==> config.mk <==
export PLATFORM = sky130hd
export DESIGN_NAME = singly_linked_list_core
export DESIGN_NICKNAME = d
export VERILOG_FILES = /design/src/rtl/sll_pkg.sv /design/src/rtl/sll_free_slot_finder.sv /design/src/rtl/singly_linked_list_core.sv
export SDC_FILE = /design/constraint.sdc
export NUM_CORES = 1
export LEC_CHECK = 0
export BUFFER_PORTS_ARGS = -buffer_cell sky130_fd_sc_hd__buf_2
export CORE_AREA = 2 2 122 136
export DETAILED_ROUTE_END_ITERATION = 8
export DIE_AREA = 0 0 124 138
export PLACE_DENSITY = 0.86
export SETUP_SLACK_MARGIN = 0.02
export SYNTH_ARGS = -nofsm -noshare
export SYNTH_HDL_FRONTEND = slang
export SYNTH_SLANG_ARGS = --single-unit
==> constraint.sdc <==
create_clock -name clk -period 4 [get_ports clk]
set_input_delay 1.2 -clock clk [delete_from_list [all_inputs] [get_ports clk]]
set_output_delay 1.2 -clock clk [all_outputs]
set_load 0.1 [all_outputs]
==> src/rtl/sll_pkg.sv <==
// Shared definitions for the singly linked list core: op codes, FSM states,
// per-cycle action codes and the null-pointer helper.
package sll_pkg;

  typedef enum logic [2:0] {
    OP_READ     = 3'd0,
    OP_INS_ADDR = 3'd1,
    OP_DEL_VAL  = 3'd2,
    OP_DEL_ADDR = 3'd3,
    OP_INS_IDX  = 3'd5,
    OP_DEL_IDX  = 3'd7
  } sll_op_e;

  typedef enum logic [1:0] {
    ST_IDLE = 2'd0,
    ST_EXEC = 2'd1,
    ST_WALK = 2'd2,
    ST_DONE = 2'd3
  } sll_state_e;

  // What the datapath does on the current clock edge.
  typedef enum logic [2:0] {
    ACT_NONE   = 3'd0,
    ACT_FAULT  = 3'd1,
    ACT_READ   = 3'd2,
    ACT_APPEND = 3'd3,
    ACT_INSERT = 3'd4,
    ACT_UNLINK = 3'd5,
    ACT_WALK   = 3'd6,
    ACT_STEP   = 3'd7
  } sll_act_e;

  // All-ones pointer of the given width marks "no node".
  function automatic int unsigned null_addr(input int unsigned w);
    return (1 << w) - 1;
  endfunction

endpackage

==> src/rtl/sll_free_slot_finder.sv <==
// Lowest-index free node slot: priority encoder over the valid bits,
// with a flag when every slot is occupied.
module sll_free_slot_finder #(
  parameter int N = 8,
  parameter int W = 3
) (
  input  logic [N-1:0] valid,
  output logic [W-1:0] slot,
  output logic         none_free
);

  // Scanning downward lets the lowest free index win.
  always_comb begin
    slot      = '0;
    none_free = 1'b1;
    for (int i = N - 1; i >= 0; i--) begin
      if (!valid[i]) begin
        slot      = W'(i);
        none_free = 1'b0;
      end
    end
  end

endmodule

==> src/rtl/singly_linked_list_core.sv <==
// Singly linked list held in register node storage, driven one operation at a
// time; index/value operations walk the list from head one node per cycle.
module singly_linked_list_core
  import sll_pkg::*;
#(
  parameter  int DATA_WIDTH = 8,
  parameter  int MAX_NODE   = 8,
  localparam int ADDR_WIDTH = $clog2(MAX_NODE + 1)
) (
  input  logic                  clk,
  input  logic                  rst,
  input  logic [DATA_WIDTH-1:0] data_in,
  input  logic [ADDR_WIDTH-1:0] addr_in,
  input  logic [2:0]            op,
  input  logic                  op_start,
  output logic [DATA_WIDTH-1:0] data_out,
  output logic                  op_done,
  output logic [ADDR_WIDTH-1:0] next_node_addr,
  output logic [ADDR_WIDTH-1:0] length,
  output logic                  full,
  output logic [ADDR_WIDTH-1:0] head,
  output logic [ADDR_WIDTH-1:0] tail,
  output logic                  empty,
  output logic                  fault,
  output logic [1:0]            fsm_state
);

  localparam int SLOT_W = (MAX_NODE > 1) ? $clog2(MAX_NODE) : 1;
  localparam logic [ADDR_WIDTH-1:0] ADDR_NULL = ADDR_WIDTH'(null_addr(ADDR_WIDTH));
  localparam logic [ADDR_WIDTH-1:0] MAX_LEN   = ADDR_WIDTH'(MAX_NODE);

  // Node storage
  logic [DATA_WIDTH-1:0] data_q [MAX_NODE];
  logic [ADDR_WIDTH-1:0] nxt_q  [MAX_NODE];
  logic [MAX_NODE-1:0]   valid_q;

  // Control and list status
  sll_state_e            state_q;
  logic [2:0]            op_q;
  logic [ADDR_WIDTH-1:0] addr_q;
  logic [DATA_WIDTH-1:0] din_q;
  logic [ADDR_WIDTH-1:0] cur_q;
  logic [ADDR_WIDTH-1:0] prev_q;
  logic [ADDR_WIDTH-1:0] cnt_q;
  logic [ADDR_WIDTH-1:0] head_q;
  logic [ADDR_WIDTH-1:0] tail_q;
  logic [ADDR_WIDTH-1:0] length_q;
  logic [ADDR_WIDTH-1:0] next_q;
  logic [DATA_WIDTH-1:0] data_out_q;
  logic                  op_done_q;
  logic                  fault_q;

  logic [SLOT_W-1:0]     free_slot;
  logic                  none_free;
  logic [ADDR_WIDTH-1:0] free_addr;
  logic [SLOT_W-1:0]     cur_s;
  logic [SLOT_W-1:0]     prev_s;
  logic [SLOT_W-1:0]     addr_s;
  logic [SLOT_W-1:0]     tail_s;

  sll_act_e act;
  logic     addr_ok;
  logic     hit;
  logic     is_insert;
  logic     finish;

  sll_free_slot_finder #(
    .N (MAX_NODE),
    .W (SLOT_W)
  ) u_free_slot (
    .valid     (valid_q),
    .slot      (free_slot),
    .none_free (none_free)
  );

  assign free_addr = ADDR_WIDTH'(free_slot);
  assign cur_s     = cur_q[SLOT_W-1:0];
  assign prev_s    = prev_q[SLOT_W-1:0];
  assign addr_s    = addr_q[SLOT_W-1:0];
  assign tail_s    = tail_q[SLOT_W-1:0];
  assign addr_ok   = (addr_q < MAX_LEN) && valid_q[addr_s];

  // Decide this cycle's action from the latched request and the walk cursor.
  always_comb begin
    act       = ACT_NONE;
    is_insert = (op_q == OP_INS_ADDR) || (op_q == OP_INS_IDX);
    hit       = 1'b0;
    case (op_q)
      OP_INS_ADDR, OP_DEL_ADDR: hit = (cur_q == addr_q);
      OP_INS_IDX,  OP_DEL_IDX:  hit = (cnt_q == addr_q);
      OP_DEL_VAL:               hit = (data_q[cur_s] == din_q);
      default:                  hit = 1'b1;
    endcase

    if (state_q == ST_EXEC) begin
      case (op_q)
        OP_READ: act = addr_ok ? ACT_READ : ACT_FAULT;
        OP_INS_ADDR: begin
          if (none_free || ((addr_q != ADDR_NULL) && !addr_ok)) act = ACT_FAULT;
          else if (addr_q == ADDR_NULL)                          act = ACT_APPEND;
          else                                                   act = ACT_WALK;
        end
        OP_INS_IDX: begin
          if (none_free)               act = ACT_FAULT;
          else if (addr_q >= length_q) act = ACT_APPEND;
          else                         act = ACT_WALK;
        end
        OP_DEL_VAL:  act = (length_q == '0) ? ACT_FAULT : ACT_WALK;
        OP_DEL_ADDR: act = addr_ok ? ACT_WALK : ACT_FAULT;
        OP_DEL_IDX:  act = (addr_q >= length_q) ? ACT_FAULT : ACT_WALK;
        default:     act = ACT_FAULT;
      endcase
    end else if (state_q == ST_WALK) begin
      // Running off the tail only happens for a value that is not in the list.
      if (cur_q == ADDR_NULL) act = ACT_FAULT;
      else if (hit)           act = is_insert ? ACT_INSERT : ACT_UNLINK;
      else                    act = ACT_STEP;
    end

    finish = (act == ACT_FAULT) || (act == ACT_READ) || (act == ACT_APPEND) ||
             (act == ACT_INSERT) || (act == ACT_UNLINK);
  end

  // Handshake: op_start is a level request taken only in IDLE, at which point
  // op/addr_in/data_in are latched; op_done pulses for the one DONE cycle, when
  // fault, read data and list status are already updated. No re-arm in DONE.
  always_ff @(posedge clk) begin
    if (rst) begin
      state_q    <= ST_IDLE;
      valid_q    <= '0;
      head_q     <= ADDR_NULL;
      tail_q     <= ADDR_NULL;
      length_q   <= '0;
      next_q     <= ADDR_NULL;
      data_out_q <= '0;
      op_done_q  <= 1'b0;
      fault_q    <= 1'b0;
      op_q       <= '0;
      addr_q     <= '0;
      din_q      <= '0;
      cur_q      <= ADDR_NULL;
      prev_q     <= ADDR_NULL;
      cnt_q      <= '0;
    end else begin
      op_done_q <= 1'b0;

      case (state_q)
        ST_IDLE: begin
          if (op_start) begin
            op_q    <= op;
            addr_q  <= addr_in;
            din_q   <= data_in;
            state_q <= ST_EXEC;
          end
        end
        ST_DONE: state_q <= ST_IDLE;
        default: ;
      endcase

      case (act)
        ACT_READ: begin
          data_out_q <= data_q[addr_s];
          next_q     <= nxt_q[addr_s];
        end
        ACT_APPEND: begin
          data_q[free_slot]  <= din_q;
          nxt_q[free_slot]   <= ADDR_NULL;
          valid_q[free_slot] <= 1'b1;
          if (tail_q == ADDR_NULL) head_q <= free_addr;
          else                     nxt_q[tail_s] <= free_addr;
          tail_q   <= free_addr;
          length_q <= length_q + 1'b1;
        end
        ACT_INSERT: begin
          // New node goes in front of cur; tail never moves here.
          data_q[free_slot]  <= din_q;
          nxt_q[free_slot]   <= cur_q;
          valid_q[free_slot] <= 1'b1;
          if (prev_q == ADDR_NULL) head_q <= free_addr;
          else                     nxt_q[prev_s] <= free_addr;
          length_q <= length_q + 1'b1;
        end
        ACT_UNLINK: begin
          if (prev_q == ADDR_NULL) head_q <= nxt_q[cur_s];
          else                     nxt_q[prev_s] <= nxt_q[cur_s];
          if (cur_q == tail_q) tail_q <= prev_q;
          valid_q[cur_s] <= 1'b0;
          length_q       <= length_q - 1'b1;
        end
        ACT_WALK: begin
          cur_q   <= head_q;
          prev_q  <= ADDR_NULL;
          cnt_q   <= '0;
          state_q <= ST_WALK;
        end
        ACT_STEP: begin
          prev_q <= cur_q;
          cur_q  <= nxt_q[cur_s];
          cnt_q  <= cnt_q + 1'b1;
        end
        default: ;
      endcase

      if (finish) begin
        state_q   <= ST_DONE;
        op_done_q <= 1'b1;
        fault_q   <= (act == ACT_FAULT);
      end
    end
  end

  assign data_out       = data_out_q;
  assign op_done        = op_done_q;
  assign next_node_addr = next_q;
  assign length         = length_q;
  assign head           = head_q;
  assign tail           = tail_q;
  assign full           = (length_q == MAX_LEN);
  assign empty          = (length_q == '0);
  assign fault          = fault_q;
  assign fsm_state      = state_q;

endmodule

==> key figures, run 1 <==
Power and ir drop
  – Switching share of power: 26.2%
  – Sw Pwr: roughly 1 mW
  – Pwr Density: about 400 nW/um^2
  – P_int: between 2 and 3 mW
  – Lkg Pwr: 3.69 nW
  – Logic pwr share: 10.3%
  – Total power after layout: 3.85 mW
  – Maximum vdd drop: 0.308 mV
  – Sequential power share: between 40% and 50%
  – Power share of the clock group: approximately two fifths

Critical path
  – Crit path kind: flip-flop to flip-flop
  – Crit-path max FO: 24
  – Startpoint types: flip-flop
  – Crit path arrival time: 3880 ps
  – Critical Path RT: just over 4000 ps
  – Reg2Reg Depth: 11
  – Critical Path End Type: flip-flop

Timing
  – Fmax: 267 MHz
  – Final Critical Period: roughly 3700 ps
  – Final Slew Violations: 0
  – Final WS setup: approximately 260 ps
  – Share of the cycle needed by the critical path after routing: 93.6%
  – Final setup vio count: 0
  – Transition time at the pin with the least slew margin: ~740 ps
  – Clock skew: ~12 ps
  – RSZ-0062 raised after global routing: false
  – Hold Violations, Final: 0
  – Slew HR: between 50% and 60%

Synthesis
  – Flops & latches, synth: between 150 and 200
  – Yosys top cell area share: 34.1%
  – Post-synth EDFFs: 96
  – Cell area after synthesis: 8460 um^2
  – Post-Synthesis Cells: between 600 and 700
  – Most frequent cell after synthesis: edfxtp_1
  – Syn avg cell area: between 10 and 15 um^2
  – Synth area leader: edfxtp_1
  – Async SR Flop Fraction: 0%
  – Synth top area cells: edfxtp_1 34%, dfxtp_1 16%, mux4_2 11%
  – Synth top cells by count: 96 x edfxtp_1, 77 x mux2i_1, 71 x nand2_1
  – Top FF cell, synth: edfxtp_1
  – Post-synthesis sequential area ratio: 49.7%
  – Yosys Warn Count: 0
  – Syn_nets: 724
  – Unique masters post-synth: 73

Final layout
  – Nets@finish: between 700 and 800
  – Area grow syn2layout: 14.0%
  – Final core occ: 60.5%
  – Finished Layout Cells: 967
  – Fillers: around 1.2k
  – Design area: 9650 um^2
  – Layout cell share with drive strength beyond 1: about 26%
  – ANT cells: 0

Clock tree
  – Num CTS Buffers: 17
  – Clock-pin slew on the worst setup and hold paths: 70 ps
  – # resized after CTS: 0
  – Hold buffer count at CTS: 0
  – Clock sink count: roughly 160
  – Longest Clk Path Bufs: 2
  – Clock Latency Late Sink: 440 ps
  – Root buffer cell: clkbuf_16
  – Setup bufs post-CTS: 0
  – H-tree depth: 4
  – TritonCTS clock tree: done

Drt
  – Routed wire length per instance: between 20 and 25 um
  – 1st-iter DRT viols: 685
  – Drt total wl: between 20 and 25 mm
  – Drt drc: 0
  – Via Count: between 6k and 7k
  – Vias per Instance: roughly 6.5
  – Pre-antenna DRT Iters: 6
  – ANT nets after route: 0

Outcome
  – Status: complete, no violations

Placement
  – Dpl hpwl: ~15 mm
  – Pre-CTS setup slack: around 350 ps
  – Routability cong.: roughly 0.93
  – Port Buf Inserts: 47
  – Placed cells: roughly 940
  – Post-Place Cell Area: slightly above 9000 um^2

Worst hold path
  – Worst Hold Class: flip-flop to flip-flop
  – WHS Path Cells: 2

Die
  – Die width: around 120 um
  – Die area: about 17000 um^2
  – Die H: between 100 and 150 um
  – Core footprint: 15900 um^2
  – # IOs: 48
  – Initial Util: a little over half
  – Std cell rows: just under 50

Global routing
  – First-pass GRT wire length: 34.1 mm
  – Antenna violations before repair: 0
  – Number of global-route vias before repair: between 6k and 7k
  – Congestion Overflow GR: 0
  – All-Layer GR Usage: 26.6%
  – Largest net degree at the start of global routing: 34

Job
  – Max-cap violations: 0
-- flip-flops by register name (all words and copies together) (netlist names), 2 cells and up, named ones only --
name,cells
head,4
op_q,3
fsm_state,2
valid_q,8
next_node_addr,4
din_q,8
addr_q,4
cnt_q,4
cur_q,4
tail,4
length,4
prev_q,4
data_q,64
nxt_q,32
data_out,8
-- worst max-delay path, cell delays in order (launching register included) --
cell       delay [ps]
dfxtp_1           360
buf_12            210
mux4_2            520
mux2i_1           190
xor2_1            280
o2111ai_2         240
nor4_4            270
buf_4             210
o21ai_2           150
or3_1             420
o22ai_2           340
or2_1             250
-- path summary, 6_finish.rpt --
path	from	to	slack [ps]
max	flip-flop	nxt_q[1][3]$_DFFE_PP_	260
min	next_node_addr[3]$_SDFFE_PP1P_	next_node_addr[3]$_SDFFE_PP1P_	480
max reg2reg	flip-flop	nxt_q[1][3]$_DFFE_PP_	260
min reg2reg	next_node_addr[3]$_SDFFE_PP1P_	next_node_addr[3]$_SDFFE_PP1P_	480
-- per-layer routing --
layer / share of wire (%) / global-route usage [%] / vias up
met5: 0 / 0 / -
met4: 3.4 / 10.2 / 0
met3: 8.5 / 6.39 / 68
met2: 50 / 43.4 / 378
met1: 38 / 34.3 / 3056
li1: - / - / 2767
-- layout by cell type (no fill, tap or decap), types with 9 or more instances in the layout --
cell | netlist | final
a211oi_1 | 12 | 12
a21oi_1 | 31 | 31
buf_2 | 9 | 47
buf_4 | 5 | 29
clkbuf_16 | 0 | 17
dfxtp_1 | 66 | 61
edfxtp_1 | 96 | 96
inv_1 | 23 | 23
mux2i_1 | 77 | 77
mux4_2 | 42 | 42
nand2_1 | 71 | 71
nand2b_1 | 9 | 9
nand3_1 | 12 | 12
nand4_1 | 11 | 11
nor2_1 | 39 | 36
nor3_1 | 9 | 9
xor2_1 | 12 | 12
-- logic make-up (layout without fill, tap and decap cells) --
logic type               after synthesis  in the layout  synth area share (%)
AND/OR/NAND/NOR                      199            199                  11.9
buffers and inverters                 69            134                  3.68
multiplexers                         130            130                  21.8
AO/OA/AOI/OAI                        111            111                  9.65
flip-flops                           162            162                  49.7
adder cells (fa/ha/maj)                8              8                  1.27
XOR/XNOR                              19             19                  1.97
-- power groups by stage --
| stage | combinational, mW | clock [mW] | sequential, mW |
|---|---|---|---|
| after global placement | 0.391 | 0 | 1.87 |
| after CTS | 0.398 | 1.63 | 1.83 |
| final | 0.399 | 1.62 | 1.83 |
| after floorplan | 0.217 | 0 | 1.95 |
| after global routing | 0.425 | 1.69 | 1.84 |
| after detailed placement | 0.394 | 0 | 1.87 |
-- per-stage QoR --
| step | hold slack [ps] | TNS, ps |
|---|---|---|
| CTS | 485 | 0 |
| global placement | 460 | 0 |
| global route | 517 | 0 |
| floorplan | 446 | -147 |
| finish | 480 | 0 |
| detailed placement | 467 | 0 |
-- layout make-up --
type | instances | area, um^2 | share of cell area [%]
multi-input cells | 467 | 4010 | 41.6
flip-flops and latches | 162 | 4220 | 43.7
inverters | 24 | 90.1 | 0.933
clock inverters | 15 | 156 | 1.62
well taps | 204 | 255 | 2.64
clock buffers | 17 | 425 | 4.41
repair buffers | 78 | 493 | 5.11
Note: power is estimated with default switching activity, not from simulation.
==> inputs of run 2 (changes only) <==
Settings changed: CORE_AREA 2 2 122 136 to 8 8 128 142, DIE_AREA 0 0 124 138 to 0 0 136 150, PLACE_DENSITY 0.86 to unset, PLACE_DENSITY_LB_ADDON set to 0.25.
==> key figures, run 2 (synthesis gave the netlist of run 1 again) <==
Critical path
  – Reg2Reg Depth: 11
  – Crit-path max FO: 25
  – Startpoint types: flip-flop
  – Critical Path End Type: flip-flop
  – Crit path arrival time: 3810 ps
  – Crit path kind: flip-flop to flip-flop
  – R2r endpoint: nxt_q[5][3]$_DFFE_PP_
  – R2r setup slk: between 300 and 400 ps
  – Critical Path RT: a little over 4000 ps

Drt
  – WL met3: about 1.3 mm
  – Via Count: between 6k and 7k
  – Drt total wl: 22.2 mm
  – Drt drc: 0
  – 1st-iter DRT viols: 543
  – Wire length on met1: between 8 and 9 mm
  – ANT nets after route: 0
  – DR WL met2: about 11 mm
  – Pre-antenna DRT Iters: 5
  – Top layer in use: met4
  – Vias per Instance: about 6.3
  – Routed wire length per instance: roughly 23 um

Placement
  – Placed cells: about 940
  – Routability cong.: around 0.93
  – Port Buf Inserts: 47
  – Post-Place Cell Area: approximately 9000 um^2
  – Dpl hpwl: 16.2 mm

Worst hold path
  – WHS Path Cells: 2
  – Hold path start: next_node_addr[0]$_SDFFE_PP1P_
  – Worst Hold Class: flip-flop to flip-flop
  – Hold worst-path end: next_node_addr[0]$_SDFFE_PP1P_

Final layout
  – Top reg by flops: data_q
  – Most common cell after layout, fill and taps aside: edfxtp_1
  – Multi-input gate area: roughly 4000 um^2
  – Number of flip-flops in the largest register: 64
  – Finished Layout Cells: ~970
  – Design area: 9640 um^2
  – Top Registers: data_q (64), nxt_q (32)
  – ANT cells: 0
  – Most frequent cells in the layout: 96 x edfxtp_1, 77 x mux2i_1, 71 x nand2_1, 61 x dfxtp_1, 47 x buf_2
  – FF+latch area: between 4000 and 5000 um^2
  – Fillers: 1298
  – Nets@finish: around 780
  – Layout cell share with drive strength beyond 1: around a quarter
  – Area grow syn2layout: 13.9%

Timing
  – Final setup vio count: 0
  – Final Critical Period: 3660 ps
  – Share of the cycle needed by the critical path after routing: around nine tenths
  – Hold slack: 475 ps
  – Transition time at the pin with the least slew margin: around 1100 ps
  – Clock skew: about 7.6 ps
  – Fmax: ~270 MHz
  – Slew HR: between 20% and 30%
  – Final Slew Violations: 0
  – Hold Violations, Final: 0
  – RSZ-0062 raised after global routing: false

Die
  – Die H: 150 um
  – Std cell rows: 49
  – Core footprint: 15900 um^2
  – Die width: 136 um
  – # IOs: 48
  – Die area: about 20000 um^2
  – Initial Util: between 50% and 60%

Clock tree
  – H-tree depth: 4
  – Num CTS Buffers: 17
  – Clock Latency Late Sink: about 430 ps
  – Root buffer cell: clkbuf_16
  – Longest Clk Path Bufs: 2
  – Clock-pin slew on the worst setup and hold paths: approximately 60 ps
  – TritonCTS clock tree: done
  – Clock sink count: 162

Power and ir drop
  – Pwr Density: 392 nW/um^2
  – Lkg Pwr: ~3.7 nW
  – Maximum vdd drop: about 0.32 mV

Global routing
  – Largest net degree at the start of global routing: 30
  – First-pass GRT wire length: ~36 mm
  – Congestion Overflow GR: 0
  – Antenna violations before repair: 0
  – All-Layer GR Usage: around 23%
  – Number of global-route vias before repair: approximately 6.4k

Outcome
  – Status: complete, no violations

Job
  – Max-cap violations: 0
## run 2: cell count changes in the layout (fill, tap and decap cells not counted)
cell	previous run	this run
buf_4	29	30
bufinv_16	2	1
clkbuf_1	0	1
clkbuf_8	0	1
clkinv_1	1	2
clkinv_4	2	4
inv_6	5	1
nor4_1	7	6
nor4_2	2	3
## run 2: per-layer routing
| layer | track usage (%) | vias up |
|---|---|---|
| li1 | - | 2774 |
| met1 | 27.4 | 3030 |
| met2 | 38.5 | 245 |
| met3 | 4.67 | 62 |
| met4 | 12.3 | 0 |
| met5 | 0 | - |
## run 2: cell type report
| cell class | instances | area share [%] |
|---|---|---|
| Tap cell | 204 | 2.65 |
| Sequential cell | 162 | 43.8 |
| Clock buffer | 19 | 4.60 |
| Timing Repair Buffer | 79 | 5.19 |
| Clock inverter | 13 | 1.17 |
| Inverter | 24 | 0.935 |
| Multi-Input combinational cell | 467 | 41.7 |
## run 2: report_power, final
group / switching, mW / internal (mW)
clock: 0.669 / 0.870
sequential: 0.0441 / 1.79
combinational: 0.271 / 0.131
## run 2: through the flow
stage               total power, mW  setup TNS (ps)  util [%]  setup WS [ps]
CTS                            3.79               0      60.4            244
floorplan                      2.17            -147         -          -36.8
global route                   3.89               0      60.5            110
global placement               2.27               0      56.9            319
detailed placement             2.27               0      56.9            275
finish                         3.78               0      60.5            340
## run 2: how the worst max path moves through the flow
stage                           startpoint                    end  slack (ps)  cells after the start
finish                           flip-flop  nxt_q[5][3]$_DFFE_PP_         340                     11
global route        addr_q[0]$_SDFFE_PP0P_  nxt_q[0][3]$_DFFE_PP_         110                     11
CTS                              flip-flop  nxt_q[0][1]$_DFFE_PP_         240                     13
detailed placement               flip-flop  nxt_q[0][0]$_DFFE_PP_         270                     13
global placement                 flip-flop  nxt_q[0][3]$_DFFE_PP_         320                     12
floorplan           length[3]$_SDFFE_PP0N_  nxt_q[7][0]$_DFFE_PP_         -40                      8
## run 2: what timing repair did
action                     CTS  global route
gates resized for setup      0             1
buffers inserted             0             0
hold buffers                 0             0
setup endpoints to repair    0             6
## run 2: worst max-delay path, cell delays in order (launching register included)
cell	delay [ps]
dfxtp_1	360
buf_12	220
mux2i_1	320
a22oi_1	170
and4_1	220
o21ai_0	320
nor4_4	120
buf_4	180
o41ai_2	440
nand4_2	340
o31ai_4	450
or2_2	230
==> inputs of run 3 (changes only) <==
Settings changed: CORE_AREA 8 8 128 142 to 8 8 126 139, CTS_BUF_LIST set to sky130_fd_sc_hd__clkbuf_16, DIE_AREA 0 0 136 150 to 0 0 134 147, PLACE_DENSITY set to 0.74, PLACE_DENSITY_LB_ADDON 0.25 to unset.
Clock period 4 ns to 3.8 ns, I/O delays scaled along.
==> key figures, run 3 (synthesis gave the netlist of run 1 again) <==
Outcome
  – Status: complete, no violations

Job
  – Max-cap violations: 0

Timing
  – Clock skew: approximately 7.6 ps
  – Hold Violations, Final: 0
  – Share of the cycle needed by the critical path after routing: between 90% and 100%
  – Fin Setup TNS: 0 ps
  – Fmax: 279 MHz
  – Final setup vio count: 0
  – RSZ-0062 raised after global routing: true
  – Final WS setup: 212 ps
  – Slew HR: between 40% and 50%
  – Final Critical Period: between 3000 and 4000 ps
  – Transition time at the pin with the least slew margin: 793 ps
  – Final Slew Violations: 0

Drt
  – Routed wire length per instance: about 23 um
  – Vias per Instance: around 6.4
  – 1st-iter DRT viols: 540
  – Drt total wl: approximately 22 mm
  – ANT nets after route: 0
  – Via Count: 6224
  – Drt drc: 0
  – Pre-antenna DRT Iters: 8

Critical path
  – Critical Path RT: between 3000 and 4000 ps
  – Crit path kind: flip-flop to flip-flop
  – Crit-path max FO: 9
  – R2r startpoint: addr_q[0]$_SDFFE_PP0P_
  – Startpoint types: flip-flop
  – Worst setup path start: addr_q[0]$_SDFFE_PP0P_
  – R2r setup slk: ~210 ps
  – Critical Path End Type: flip-flop
  – Crit path arrival time: around 3700 ps

Global routing
  – Antenna violations before repair: 0
  – Largest net degree at the start of global routing: 36
  – First-pass GRT wire length: ~35 mm
  – Number of global-route vias before repair: around 6.3k
  – All-Layer GR Usage: between 20% and 30%
  – Congestion Overflow GR: 0

Clock tree
  – # resized after CTS: 0
  – Clock Latency Late Sink: around 420 ps
  – Clock-pin slew on the worst setup and hold paths: 60 ps
  – Longest Clk Path Bufs: 2
  – Root buffer cell: clkbuf_16
  – TritonCTS clock tree: done
  – Hold buffer count at CTS: 0
  – Clock sink count: 162
  – Num CTS Buffers: 17
  – H-tree depth: 4
  – Setup bufs post-CTS: 0

Power and ir drop
  – Sequential power share: between 40% and 50%
  – Pwr Density: between 400 and 500 nW/um^2
  – Total power after layout: roughly 4 mW
  – Logic pwr share: roughly a tenth
  – Sw Pwr: ~1 mW
  – P_int: 2.97 mW
  – Lkg Pwr: roughly 3.7 nW
  – Power share of the clock group: 40.7%
  – Maximum vdd drop: ~0.32 mV
  – Switching share of power: between 20% and 30%

Worst hold path
  – Hold path start: next_node_addr[3]$_SDFFE_PP1P_
  – Worst Hold Class: flip-flop to flip-flop

Final layout
  – Most frequent cells in the layout: 96 x edfxtp_1, 77 x mux2i_1, 71 x nand2_1, 61 x dfxtp_1, 47 x buf_2
  – Top Registers: data_q (64), nxt_q (32)
  – Layout cell share with drive strength beyond 1: 25.7%
  – Area grow syn2layout: 14.3%
  – Nets@finish: between 700 and 800
  – Finished Layout Cells: 970
  – Top reg by flops: data_q
  – ANT cells: 0
  – Most common cell after layout, fill and taps aside: edfxtp_1
  – Number of flip-flops in the largest register: between 60 and 70
  – Final core occ: between 60% and 70%

Placement
  – Dpl hpwl: around 16 mm
  – Routability cong.: 0.931
  – Placed cells: ~940
  – Pre-CTS setup slack: a little under 200 ps
  – Port Buf Inserts: 47

Die
  – Die area: slightly below 20000 um^2
  – Std cell rows: 48
  – Die width: ~130 um
  – Die H: roughly 150 um
  – # IOs: between 40 and 50
  – Initial Util: 55.3%
  – Core footprint: 15300 um^2
[run 3: path summary, 6_finish.rpt]
kind                                                        to  cells past startpoint
worst min register to register  next_node_addr[3]$_SDFFE_PP1P_                      2
worst max register to register          data_q[3][1]$_DFFE_PP_                     11
worst max-delay path                    data_q[3][1]$_DFFE_PP_                     11
worst min-delay path            next_node_addr[3]$_SDFFE_PP1P_                      2
[run 3: power groups by stage]
stage               combinational [mW]  sequential (mW)  clock, mW
detailed placement               0.425             1.97          0
global placement                 0.418             1.97          0
CTS                              0.428             1.93       1.63
global route                     0.457             1.94       1.70
finish                           0.428             1.93       1.62
floorplan                        0.228             2.05          0
[run 3: final cells by class]
class                      count  area (um^2)
fill                        1172         5640
sequential                   162         4220
multi-input combinational    467         4010
timing repair buffer          85          546
clock buffer                  17          425
tap                          200          250
clock inverter                15          124
inverter                      24         97.6
[run 3: metrics by stage]
step / instance area (um^2) / hold slack [ps]
finish: 9670 / 464
global route: 9670 / 504
CTS: 9670 / 468
detailed placement: 9120 / 452
global placement: 9120 / 456
floorplan: 8540 / 446
[run 3: layer usage]
| layer | wire [um] | track usage, % |
|---|---|---|
| met1 | 8740 | 27.8 |
| met2 | 11300 | 38.4 |
| met3 | 1300 | 3.79 |
| met4 | 617 | 10.1 |
| met5 | 0 | 0 |
[run 3: critical path, stage by stage (launching register included)]
cell,delay (ps)
dfxtp_2,370
inv_1,70
ha_1,250
nand2b_1,140
a211oi_1,330
o211ai_1,150
a31oi_1,240
or4b_4,540
mux2_2,340
or2_1,340
nor2_2,240
buf_4,270
